--- config.mk ---
export PLATFORM = sky130hd
export DESIGN_NAME = iecdrv_rom_mux
export DESIGN_NICKNAME = d
export VERILOG_FILES = /design/src/rtl/iecdrv_pkg.sv /design/src/rtl/iecdrv_tag_pipe.sv /design/src/rtl/iecdrv_rom_mux.sv
export SDC_FILE = /design/constraint.sdc
export NUM_CORES = 1
export LEC_CHECK = 0
export ABC_AREA = 1
export CORE_ASPECT_RATIO = 0.75
export CORE_UTILIZATION = 46
export DETAILED_ROUTE_END_ITERATION = 8
export GPL_ROUTABILITY_DRIVEN = 1
export PLACE_DENSITY = 0.95
export SYNTH_ARGS = -nofsm -noshare
export SYNTH_HDL_FRONTEND = slang
export SYNTH_HIERARCHICAL = 1
export SYNTH_SLANG_ARGS = --single-unit
--- constraint.sdc ---
create_clock -name clk -period 2.9 [get_ports clk]
set_input_delay 0.29 -clock clk [delete_from_list [all_inputs] [get_ports clk]]
set_output_delay 0.29 -clock clk [all_outputs]
set_load 0.01 [all_outputs]
--- src/rtl/iecdrv_pkg.sv ---
// Shared definitions for the IEC drive ROM multiplexer.
//   SZ_*   : ROM size codes as presented on rom_sz.
//   tag_w  : width of the slot tag that names a client drive (at least 1 bit).
package iecdrv_pkg;

   localparam logic [1:0] SZ_8K  = 2'b00;
   localparam logic [1:0] SZ_16K = 2'b01;
   localparam logic [1:0] SZ_32K = 2'b11;

   // A single drive still needs one tag bit so the pipeline has a real field.
   function automatic int tag_w(input int drives);
      return (drives <= 1) ? 1 : $clog2(drives);
   endfunction

endpackage

--- src/rtl/iecdrv_tag_pipe.sv ---
// Tag/valid delay line that travels alongside an issued ROM address.
//   clk, reset : clock, asynchronous active-high reset
//   flush      : clears every valid bit (aborted sweep)
//   in_vld     : an address is being issued this cycle
//   in_tag     : drive index of that address
//   out_vld    : tag at the end of the line is live
//   out_tag    : drive index whose ROM data is on mem_d now
module iecdrv_tag_pipe #(
   parameter int DEPTH = 2,
   parameter int TW    = 1
) (
   input  logic          clk,
   input  logic          reset,
   input  logic          flush,
   input  logic          in_vld,
   input  logic [TW-1:0] in_tag,
   output logic          out_vld,
   output logic [TW-1:0] out_tag
);

   logic [DEPTH-1:0]         vld_pipe;
   logic [DEPTH-1:0][TW-1:0] tag_pipe;

   always_ff @(posedge clk or posedge reset) begin
      if (reset) begin
         vld_pipe <= '0;
         tag_pipe <= '0;
      end else begin
         for (int i = DEPTH-1; i > 0; i--) begin
            vld_pipe[i] <= vld_pipe[i-1];
            tag_pipe[i] <= tag_pipe[i-1];
         end
         vld_pipe[0] <= in_vld;
         tag_pipe[0] <= in_tag;
         // Flush also kills whatever would enter this cycle.
         if (flush) vld_pipe <= '0;
      end
   end

   assign out_vld = vld_pipe[DEPTH-1];
   assign out_tag = tag_pipe[DEPTH-1];

endmodule

--- src/rtl/iecdrv_rom_mux.sv ---
// Time-multiplexes one shared drive ROM among DRIVES client drives.
// Each frame_stb starts a sweep: slot s walks 0..DRIVES+RDLAT+2, issuing
// drive k's (size-masked) address in slot k and capturing its data RDLAT
// cycles after the address is valid.
//   clk, reset   : clock, asynchronous active-high reset
//   frame_stb    : one-cycle sweep start
//   drv_en       : per-drive capture enable
//   rom_sz       : ROM size code, stdrom : standard 16K ROM selected
//   drv_addr     : packed per-drive addresses (drive k at [k*AW +: AW])
//   mem_a/mem_d  : shared ROM address (registered) / read data
//   drv_data     : packed per-drive captured data, drv_valid : capture pulses
//   sweep_done   : pulse at completion of an unaborted sweep
//   overrun      : sticky abort flag, overrun_clr clears it
module iecdrv_rom_mux
   import iecdrv_pkg::*;
#(
   parameter int DRIVES = 2,
   parameter int AW     = 15,
   parameter int DW     = 8,
   parameter int RDLAT  = 1
) (
   input  logic                 clk,
   input  logic                 reset,
   input  logic                 frame_stb,
   input  logic [DRIVES-1:0]    drv_en,
   input  logic [1:0]           rom_sz,
   input  logic                 stdrom,
   input  logic [DRIVES*AW-1:0] drv_addr,
   output logic [AW-1:0]        mem_a,
   input  logic [DW-1:0]        mem_d,
   output logic [DRIVES*DW-1:0] drv_data,
   output logic [DRIVES-1:0]    drv_valid,
   output logic                 sweep_done,
   output logic                 overrun,
   input  logic                 overrun_clr
);

   localparam int SAT = DRIVES + RDLAT + 2;
   localparam int CW  = $clog2(SAT + 1);
   localparam int TW  = tag_w(DRIVES);

   localparam logic [CW-1:0] S_SAT  = CW'(SAT);
   localparam logic [CW-1:0] S_LAST = CW'(SAT - 1);
   localparam logic [CW-1:0] S_DRV  = CW'(DRIVES);

   logic [CW-1:0] s;
   logic          busy, abort, issue;
   logic [AW-1:0] sel_addr;
   logic          cap_vld;
   logic [TW-1:0] cap_tag;

   // Size masking: 32K bit only with a 32K ROM, 16K bit with >=16K or stdrom.
   function automatic logic [AW-1:0] mask_addr(input logic [AW-1:0] a,
                                                input logic [1:0]    sz,
                                                input logic          std);
      logic [AW-1:0] m;
      m       = a;
      m[AW-1] = a[AW-1] & sz[1];
      m[AW-2] = a[AW-2] & (sz[0] | std);
      if (AW == 16) m[AW-1] = 1'b0;
      return m;
   endfunction

   // s == SAT is the idle state; anything below it is a sweep in flight.
   assign busy  = (s != S_SAT);
   assign abort = frame_stb & busy;
   // No issue on the restart edge so the flushed pipe stays empty.
   assign issue = ~frame_stb & (s < S_DRV);

   always_comb begin
      sel_addr = '0;
      for (int k = 0; k < DRIVES; k++)
         if (s == CW'(k)) sel_addr = drv_addr[k*AW +: AW];
   end

   always_ff @(posedge clk or posedge reset) begin
      if (reset)              s <= S_SAT;
      else if (frame_stb)     s <= '0;
      else if (s != S_SAT)    s <= s + CW'(1);
   end

   always_ff @(posedge clk or posedge reset) begin
      if (reset)      mem_a <= '0;
      else if (issue) mem_a <= mask_addr(sel_addr, rom_sz, rom_sz == SZ_8K ? stdrom : stdrom);
   end

   // A strobe landing in the last busy slot aborts, so done is suppressed.
   always_ff @(posedge clk or posedge reset) begin
      if (reset) sweep_done <= 1'b0;
      else       sweep_done <= (s == S_LAST) & ~frame_stb;
   end

   // Set has priority over clear.
   always_ff @(posedge clk or posedge reset) begin
      if (reset)            overrun <= 1'b0;
      else if (abort)       overrun <= 1'b1;
      else if (overrun_clr) overrun <= 1'b0;
   end

   iecdrv_tag_pipe #(
      .DEPTH (RDLAT + 1),
      .TW    (TW)
   ) u_tag_pipe (
      .clk     (clk),
      .reset   (reset),
      .flush   (abort),
      .in_vld  (issue),
      .in_tag  (s[TW-1:0]),
      .out_vld (cap_vld),
      .out_tag (cap_tag)
   );

   for (genvar k = 0; k < DRIVES; k++) begin : g_drv
      logic          cap;
      logic [DW-1:0] data_q;
      logic          vld_q;

      // Data arriving on the abort edge belongs to the dead sweep.
      assign cap = cap_vld & (cap_tag == TW'(k)) & drv_en[k] & ~abort;

      always_ff @(posedge clk or posedge reset) begin
         if (reset) begin
            data_q <= '1;
            vld_q  <= 1'b0;
         end else begin
            vld_q <= cap;
            if (cap) data_q <= mem_d;
         end
      end

      assign drv_data[k*DW +: DW] = data_q;
      assign drv_valid[k]         = vld_q;
   end

endmodule
-- Yosys cells after proc, flatten, opt, wreduce, memory -nomap -nowiden
Cells that the tools add are included.
- register bits: 42
- output and inout bits: 35
- word-level logic and storage cells: 41
- bits of input ports: 47
- reduce and logical (&&, ||, !) cells: 3
- mux-type cells: 7
- equality and inequality tests: 3
- $add $sub $neg: 1
- bitwise operators: 15
- magnitude comparators: 1
- operators by type and width (operator ; number):
    $mux 15 ; 2
    $and 1x1->1 ; 11
    $mux 3 ; 2
    $reduce_bool 2->1 ; 2
    $add 3x1->3 const B ; 1
    $eq 3x1->1 const B ; 1
    $eq 3x3->1 const B ; 1
    $logic_not 3->1 ; 1
    $lt 3x2->1 const B ; 1
    $ne 3x3->1 const B ; 1
    $not 1->1 ; 3
    $mux 1 ; 2
    $mux 2 ; 1
    $or 1x1->1 ; 1

-- Longest topological paths before layout
Gate-level depths: netlist (run 1).
- depth in word-level cells: 4
- depth in mapped cells: 10
- gate-level depth less buffers: 8

-- Cells and area by module
The synthesis (run 1) kept the hierarchy.
- by module, submodules not included (module ; cells each ; area an instance (um2) ; times used ; seq. area each (um2)):
    iecdrv_rom_mux ; 256 ; 1891.8 ; 1 ; 973.4
    iecdrv_tag_pipe ; 9 ; 118.9 ; 1 ; 100.1

-- Least setup slack after synthesis (run 1)
No wires, ideal clock.
- path kind: flip-flop to flip-flop
- start: register s[0]
- end: register mem_a[0]
- clock period less this slack: 1.436 ns
- path buffers: 2
- library setup time: 0.065 ns
- data required time: 2.835 ns
- cell stages (with the launch flop): 10
- setup slack: 1.464 ns
- arrival: 1.371 ns
- path through: dfstp_2 > ha_1 > buf_4 > inv_1 > nor2_2 > buf_4 > nand2_1 > nand2_1 > nand2_1 > nand2_1
- cells in the longest elaborated chain, start to end: 3
- elaborated cells between the ends (all ways): 6
- those cells by class: order compare (1); eq/ne (1); mux (2); bitwise (1); reduce/logical (1)
- RTL lines (what ; RTL line ; source):
    from (decl) ; iecdrv_rom_mux.sv:46 ; logic [CW-1:0] s;
    from (signal assigned) ; iecdrv_rom_mux.sv:79 ; else if (s != S_SAT) s <= s + CW'(1);
    branches (longest 3 deep; another with $lt 3x2->1) ; -- ;
    to (signal assigned) ; iecdrv_rom_mux.sv:84 ; else if (issue) mem_a <= mask_addr(sel_addr, rom_sz, rom_sz == SZ_8K ? stdrom : stdrom);
    to (decl) ; iecdrv_rom_mux.sv:29 ; output logic [AW-1:0] mem_a,
Parallel ways; which one is timed is not known.
A chain may end at the register's enable or synchronous reset.

-- Worst setup path in the final report (run 1)
- start: register s[0]
- end: register mem_a[12]
The elaborated chain is that of the path after synthesis.

==> impl_metrics.toml, run 1 <==
[status]
status = "complete, no violations"

[detailed_routing]
num_vias = 1922
vias_per_cell = 4.78
routed_wl_um = 4800
wl_per_cell_um = 11.9
dr.pass1.iters = 4
drcViolationCount = 0
antenna_left = 0
drt_iter0_drc = 109

[floorplan]
die_w_um = 78.3
fp.dieH_um = 59.3
io_pins = 82
dieArea_sq_um = 4640
rows = 20
initial_core_util_pct = 48.7
core-area_sq_um = 4130

[yosys]
netlist_instances = 265
yosys.cell_count.top_type = "nand2_1"
synth_top_area_share_pct = 29.9
async_reset_ff_share_pct = 100
synth_area_sq_um = 2010
synth-warning-count = 6
syn_avg_cell_area_sq_um = 7.59
synth_enable_flop_cells = 0
synthFlopType = "dfrtp_1"
ys_seq_area_share_pct = 53.4
synth-seq-cells = 42
synth.top_cells.by_count = "nand2_1, inv_1, dfrtp_1"
synth_nets = 315
yosysTopAreaCell = "dfrtp_1"
synth.distinct_cells = 18
yosys-top-cells-area = "dfrtp_1, nand2_1, dfstp_2"

[global_route]
grt_start_max_net_pins = 21
grt_pass1_vias = 1813
antenna_found_initial = 0
grt-ovfl-total = 0
grt_pass1_wl_um = 7880
grt_usage_pct = 22.4

[clock_network]
post-cts-setup-buffers = 0
cts_inserted_buffers = 5
holdBufCountCts = 0
cts.sinks = 42
clock_latency_ps = 290
path_clk_slew_ps = 80
clk_path_buf_depth = 2
h-tree-depth = 2
cts-resized-gates = 0
cts_tree = "yes"
cts_root_buffer = "clkbuf_8"

[setup_path]
cp_num_buf_inv = 2
cp_slowest_cell = "dfstp_2"
cp-start-kind = "flop"
crit_arrival_ps = 2130
cp-end-kind = "flop"
cp.required_ps = 3130
cp_cell_sequence = "ha_1 > buf_4 > inv_1 > nor2_2 > nand2_1 > nand2_1 > nand2_1 > nand2_1"
cp_top_family = "simple AND/OR/NAND/NOR gates"
worst-path-max-fanout = 18
cpMostUsedCell = "nand2_1"
slowest_delay_ps = 560
path_class = "reg2reg"

[timing]
post-route-period-util_pct = 65.5
final.setup.tns_ps = 0
fin_skew_ps = 6.45
finalHoldViolations = 0
grt_setup_unrepaired = "no"
setup_viol = 0
slew_headroom_pct = 46.2
final_max_slew_viol_count = 0
finalCriticalPeriod_ps = 1900
fmax_mhz = 526
worst_pin_slew_ps = 806

[place]
io_buffers = 81
gp_congestion = 0.801
dp_hpwl_um = 3630
place_area_sq_um = 2860

[power_and_ir_drop]
p_sw_share_pct = 30.2
peakVddDrop_mv = 0.323
switching_power_w = 0.000535
power_frac_clock_pct = 22.3
power.density_nw_per_um2 = 599
leakage_nw = 1.53
p_comb_share_pct = 32.3
pwr-share-seq_pct = 45.4
p_int_w = 0.00124

[cells_and_area]
syn_to_final_growth_pct = 47.0
layout-drive-gt1-share_pct = 11.0
nNetsFinal = 396
postLayoutCellArea_sq_um = 2960
antennaDiodeCount = 0

[min_path]
hp-class = "in2async"

[run]
cap_violations = 0
[registers in the layout, indices dropped and copies added (netlist names)]
signal	flops
u_tag_pipe/tag_pipe	1
u_tag_pipe/out_tag	1
u_tag_pipe/vld_pipe	2
g_drv.data_q	16
g_drv.vld_q	2
sweep_done	1
s	3
overrun	1
mem_a	15
[cell families (layout without fill, tap and decap cells)]
family | after synthesis | in the layout | synth area share [%]
AND/OR/NAND/NOR | 173 | 173 | 34.3
flip-flops | 42 | 42 | 53.4
buffers and inverters | 42 | 124 | 9.09
AO/OA/AOI/OAI | 5 | 5 | 1.31
adder cells (fa/ha/maj) | 3 | 3 | 1.87
[metal layers]
metal / global-route usage, % / wire length (um) / share of wire [%]
met1: 28.0 / 2090 / 43
met2: 38.8 / 2350 / 49
met3: 5.08 / 303 / 6.3
met4: 8.20 / 61 / 1.3
met5: 0 / 0 / 0
[final cells by class]
class | count | area, sq um
Inverter | 33 | 125
Multi-Input combinational cell | 181 | 754
Tap cell | 55 | 68.8
Fill cell | 327 | 1170
Clock buffer | 6 | 82.6
Timing Repair Buffer | 83 | 838
Sequential cell | 42 | 1070
Clock inverter | 2 | 12.5
[power groups by stage]
stage | Sequential [W] | Clock (W) | Combinational, W
after detailed placement | 0.000811 | 0 | 0.000576
after global routing | 0.000819 | 0.000429 | 0.000625
after CTS | 0.000803 | 0.000400 | 0.000578
after global placement | 0.000809 | 0 | 0.000555
after floorplan | 0.000858 | 0 | 0.000200
final | 0.000803 | 0.000395 | 0.000572
[path summary, 6_finish.rpt]
| check | to | depth (start not counted) | startpoint | slack [ps] |
|---|---|---|---|---|
| max | mem_a[12] | 8 | s[0] | 1000 |
| min | u_tag_pipe/tag_pipe[0] | 2 | reset | 200 |
| max reg2reg | mem_a[12] | 8 | s[0] | 1000 |
| min reg2reg | u_tag_pipe/out_tag | 0 | u_tag_pipe/tag_pipe[0] | 360 |
| max in group asynchronous | g_drv[0].data_q[2] | 3 | reset | 1760 |
| min in group clk | u_tag_pipe/out_tag | 0 | u_tag_pipe/tag_pipe[0] | 360 |
[stage by stage]
step	hold slack, ps	setup slack [ps]	utilization, %	total power [W]	std cells
after floorplan	56.1	1460	-	0.00106	265
after global placement	339	1060	69.3	0.00136	394
after global routing	231	883	71.6	0.00187	402
final	199	999	71.6	0.00177	402
after CTS	207	1000	71.6	0.00178	402
after detailed placement	336	959	69.3	0.00139	394
[layout by cell type (no fill, tap or decap)]
| cell | n |
|---|---|
| a31oi_1 | 1 |
| buf_12 | 1 |
| buf_4 | 1 |
| clkbuf_8 | 6 |
| clkdlybuf4s50_1 | 81 |
| clkinv_2 | 2 |
| clkinvlp_4 | 1 |
| dfrtp_1 | 24 |
| dfstp_2 | 18 |
| ha_1 | 3 |
| inv_1 | 30 |
| inv_2 | 2 |
| nand2_1 | 133 |
| nand2_2 | 2 |
| nand2_4 | 1 |
| nand3_1 | 11 |
| nand3_2 | 1 |
| nor2_1 | 21 |
| nor2_2 | 3 |
| nor3_1 | 1 |
| o21ai_0 | 4 |
(Power assumes the default switching activity.)
==> inputs of run 2 (changes only) <==
--- a/config.mk
+++ b/config.mk
@@ -7,10 +7,10 @@
 export LEC_CHECK = 0
 export ABC_AREA = 1
 export CORE_ASPECT_RATIO = 0.75
-export CORE_UTILIZATION = 46
+export CORE_UTILIZATION = 43
 export DETAILED_ROUTE_END_ITERATION = 8
 export GPL_ROUTABILITY_DRIVEN = 1
-export PLACE_DENSITY = 0.95
+export PLACE_DENSITY = 0.92
 export SYNTH_ARGS = -nofsm -noshare
 export SYNTH_HDL_FRONTEND = slang
 export SYNTH_HIERARCHICAL = 1
==> constraint.sdc (replaced) <==
create_clock -name clk -period 1.8 [get_ports clk]
set_input_delay 0.18 -clock clk [delete_from_list [all_inputs] [get_ports clk]]
set_output_delay 0.18 -clock clk [all_outputs]
set_load 0.01 [all_outputs]
==> impl_metrics.toml, run 2 (same netlist as run 1, synthesis figures left out) <==
[timing]
final.setup.tns_ps = 0
finalWorstSetupSlack_ps = 243
worst_pin_slew_ps = 366
final_max_slew_viol_count = 0
slew_headroom_pct = 75.6
fin_skew_ps = 9.76
finalHoldViolations = 0
setup_viol = 0
finalCriticalPeriod_ps = 1560
fmax_mhz = 642
post-route-period-util_pct = 86.5
grt_setup_unrepaired = "no"
hold_ws_ps = 98.9

[floorplan]
fp.dieH_um = 61.2
io_pins = 82
die_w_um = 81.0
core-area_sq_um = 4470
dieArea_sq_um = 4960
initial_core_util_pct = 45.0
rows = 21

[global_route]
grt-ovfl-total = 0
grt_start_max_net_pins = 23
grt_pass1_vias = 1820
grt_usage_pct = 22.2
grt_pass1_wl_um = 8110
antenna_found_initial = 0

[setup_path]
r2r_start = "s[0]"
worst-path-max-fanout = 2
cp.required_ps = 1620
r2r-end = "g_drv[1].data_q[1]"
crit_arrival_ps = 1380
r2r_slack_ps = 320
cp_cell_sequence = "clkdlybuf4s50_1"
slowest_delay_ps = 540
cp_slowest_cell = "dfstp_2"
path_class = "reg2out"
cp-start-kind = "flop"
cp_top_family = "flip-flops"
cp-end-kind = "output pin"
worst_r2r_path_depth = 7
cp_num_buf_inv = 1

[power_and_ir_drop]
leakage_nw = 1.57
peakVddDrop_mv = 0.482
power.density_nw_per_um2 = 1030

[cells_and_area]
postLayoutCellArea_sq_um = 3030
multi_input_area_sq_um = 759
syn_to_final_growth_pct = 50.7
top_regs = "g_drv.data_q: 16 flops, mem_a: 15 flops, s: 3 flops"
antennaDiodeCount = 0
layout-drive-gt1-share_pct = 12.2
top_register = "g_drv.data_q"
largest_reg_flops = 16
nNetsFinal = 401
regArea_sq_um = 1070
layout_common_cells = "nand2_1, clkdlybuf4s50_1, inv_1, dfrtp_1, nor2_1"
fillers = 390
layout_commonest_cell = "nand2_1"

[clock_network]
cts_root_buffer = "clkbuf_8"
cts_tree = "yes"
post-cts-setup-buffers = 0
clock_latency_ps = 300
cts.sinks = 42
clk_path_buf_depth = 2
h-tree-depth = 2
path_clk_slew_ps = 90
cts_inserted_buffers = 5

[detailed_routing]
wl_per_cell_um = 12.6
routed_wl_um = 5170
antenna_left = 0
num_vias = 1884
drcViolationCount = 0
dr.pass1.iters = 4
drt_iter0_drc = 140
vias_per_cell = 4.61

[status]
status = "complete, no violations"

[run]
cap_violations = 0

[place]
dp_hpwl_um = 3890
pre_cts_ws_ps = 178
place_area_sq_um = 2890
gp_congestion = 0.744
io_buffers = 81

[min_path]
hp-class = "in2async"
## run 2: cell types whose count changed in the layout (fill, tap and decap cells not counted)
cell        change
nor2_4          +1
buf_4           +6
clkinv_4        +1
bufinv_16       +2
clkinv_2        -1
buf_12          -1
clkbuf_8        -1
clkinvlp_4      -1
nor2_2          -1
## run 2: how the worst max path moves through the flow
stage / from / endpoint / slack (ps) / depth (start not counted)
after floorplan: s[0] / mem_a[0] / 360 / 9
after global placement: s[1] / mem_a[9] / 340 / 8
after detailed placement: s[1] / mem_a[5] / 180 / 8
after CTS: s[1] / mem_a[5] / 140 / 8
after global routing: s[1] / g_drv[1].data_q[4] / 180 / 8
final: g_drv[1].data_q[1] / drv_data[9] / 240 / 1
## run 2: area by class of cell
type	count	share of cell area [%]
Clock inverter	3	2.27
Sequential cell	42	35.4
Timing Repair Buffer	88	28.5
Clock buffer	5	2.27
Multi-Input combinational cell	181	25.1
Tap cell	57	2.35
Inverter	33	4.13
## run 2: repair_timing
item	4_1_cts	5_1_grt
hold buffers	0	0
setup endpoints to repair	0	6
gates resized for setup	0	1
## run 2: report_power, final
group / total [W] / switching (W) / internal (W)
Combinational: 0.000936 / 0.000433 / 0.000503
Sequential: 0.00130 / 0.000114 / 0.00119
Clock: 0.000891 / 0.000335 / 0.000556
Total: 0.00313 / 0.000881 / 0.00225
## run 2: metrics by stage
stage	instances	total power, W	util, %
floorplan	265	0.00170	-
global placement	401	0.00222	64.6
detailed placement	401	0.00225	64.6
CTS	409	0.00315	67.7
global route	409	0.00330	67.8
finish	409	0.00313	67.8
## run 2: layer usage
| metal | GRT usage, % | vias to the layer above | part of all wire (%) |
|---|---|---|---|
| met5 | 0 | - | 0 |
| met4 | 7.14 | 0 | 1.2 |
| met3 | 5.63 | 8 | 7.3 |
| met2 | 39.4 | 63 | 50 |
| met1 | 26.9 | 863 | 41 |
| li1 | - | 950 | - |
==> inputs of run 3 (changes only) <==
--- a/config.mk
+++ b/config.mk
@@ -8,9 +8,12 @@
 export ABC_AREA = 1
 export CORE_ASPECT_RATIO = 0.75
 export CORE_UTILIZATION = 43
+export CTS_CLUSTER_DIAMETER = 40
 export DETAILED_ROUTE_END_ITERATION = 8
 export GPL_ROUTABILITY_DRIVEN = 1
+export GPL_TIMING_DRIVEN = 0
 export PLACE_DENSITY = 0.92
+export SETUP_SLACK_MARGIN = 0.02
 export SYNTH_ARGS = -nofsm -noshare
 export SYNTH_HDL_FRONTEND = slang
 export SYNTH_HIERARCHICAL = 1
==> impl_metrics.toml, run 3 (same netlist as run 1, synthesis figures left out) <==
[status]
status = "complete, no violations"

[cells_and_area]
postLayoutCellArea_sq_um = 3020
multi_input_area_sq_um = 759
largest_reg_flops = 16
fillers = 377
regArea_sq_um = 1070
antennaDiodeCount = 0
top_register = "g_drv.data_q"
layout_commonest_cell = "nand2_1"
layout_common_cells = "nand2_1, clkdlybuf4s50_1, inv_1, dfrtp_1, nor2_1"
layout-drive-gt1-share_pct = 13.0
top_regs = "g_drv.data_q: 16 flops, mem_a: 15 flops, s: 3 flops"
stdcell_count = 412
nNetsFinal = 404
final_util_pct = 67.6
syn_to_final_growth_pct = 50.2

[floorplan]
fp.dieH_um = 61.2
io_pins = 82
initial_core_util_pct = 45.0
dieArea_sq_um = 4960
rows = 21
core-area_sq_um = 4470
die_w_um = 81.0

[power_and_ir_drop]
leakage_nw = 1.57
peakVddDrop_mv = 0.750
pwr-share-seq_pct = 45.5
switching_power_w = 0.000835
power_frac_clock_pct = 21.6
power.density_nw_per_um2 = 941
p_int_w = 0.00201
design_power_total_w = 0.00284
p_sw_share_pct = 29.4
p_comb_share_pct = 32.9

[clock_network]
cts.sinks = 42
holdBufCountCts = 0
h-tree-depth = 2
path_clk_slew_ps = 80
clock_latency_ps = 290
cts_root_buffer = "clkbuf_8"
clk_path_buf_depth = 2
cts_inserted_buffers = 5
cts_tree = "yes"

[place]
dp_hpwl_um = 3660
gp_congestion = 0.776
place_area_sq_um = 2920
pre_cts_ws_ps = 152
place_inst = 404
io_buffers = 81

[detailed_routing]
num_vias = 1879
drt_iter0_drc = 83
wl_per_cell_um = 11.2
vias_per_cell = 4.56
routed_wl_um = 4630
antenna_left = 0
dr.pass1.iters = 5
drcViolationCount = 0

[setup_path]
r2r_start = "s[0]"
r2r_slack_ps = 200
cp.required_ps = 2030
worst_r2r_path_depth = 9
cp-end-kind = "flop"
r2r-end = "mem_a[3]"
cp-start-kind = "flop"
crit_arrival_ps = 1820
worst-path-max-fanout = 10
path_class = "reg2reg"

[min_path]
hp-class = "in2async"

[timing]
finalCriticalPeriod_ps = 1600
grt_setup_unrepaired = "no"
final_max_slew_viol_count = 0
setup_viol = 0
finalHoldViolations = 0
worst_pin_slew_ps = 724
fmax_mhz = 627
post-route-period-util_pct = 88.6
fin_skew_ps = 2.91
slew_headroom_pct = 51.7
finalWorstSetupSlack_ps = 205

[run]
cap_violations = 0

[global_route]
grt-ovfl-total = 0
grt_start_max_net_pins = 23
antenna_found_initial = 0
grt_pass1_wl_um = 7500
grt_usage_pct = 20.5
grt_pass1_vias = 1733
## run 3: cell count changes in the layout (fill, tap and decap cells not counted), sizes merged
| cell | change |
|---|---|
| buf | +3 |
| bufinv | -2 |
| clkbuf | +1 |
| clkinvlp | +1 |
## run 3: worst max path at each step
stage                from  endpoint  slack [ps]  depth (start not counted)
finish               s[0]  mem_a[3]         200                          9
global route         s[1]  mem_a[3]          90                         10
CTS                  s[0]  mem_a[3]         130                          9
detailed placement   s[0]  mem_a[7]         150                          9
global placement    reset   overrun         -50                          2
floorplan            s[0]  mem_a[0]         360                          9
## run 3: final cells by class
type,count,area share (%)
clock inverter,2,0.414
timing repair buffer,82,27.8
inverter,33,4.14
clock buffer,6,2.73
multi-input combinational,181,25.1
sequential,42,35.5
tap,57,2.36
buffer,9,1.91
## run 3: timing repair
item                       CTS  global route
resized for setup            0             1
setup endpoints to repair    0             3
hold endpoints to repair     0             0
buffers inserted             0             0
## run 3: per-layer routing
layer  track usage (%)  vias up  share of wire (%)
met4              6.89        0                1.6
met3              6.07       10                5.8
met5                 0        -                  0
met1              24.8      857                 44
met2              35.4       55                 49
li1                  -      957                  -
## run 3: per-stage QoR
stage / hold slack (ps) / setup TNS (ps)
2_1_floorplan: -53.9 / 0
3_3_place_gp: 335 / -988
3_5_place_dp: 352 / 0
4_1_cts: 103 / 0
5_1_grt: 127 / 0
6_report: 103 / 0
## run 3: critical path, stage by stage, from the launching register on
cell and delay (ps):
dfstp_2 560, ha_1 150, buf_4 160, inv_1 80
nor2_4 160, buf_4 200, nand2_1 60, nand2_1 60
nand2_1 50, nand2_1 60
## run 3: power by group through the flow
stage	logic (W)	clock network (W)	registers, W
after floorplan	0.000322	0	0.00138
final	0.000934	0.000614	0.00129
after detailed placement	0.000943	0	0.00131
after global placement	0.000907	0	0.00130
after CTS	0.000947	0.000634	0.00130
after global routing	0.00103	0.000683	0.00132
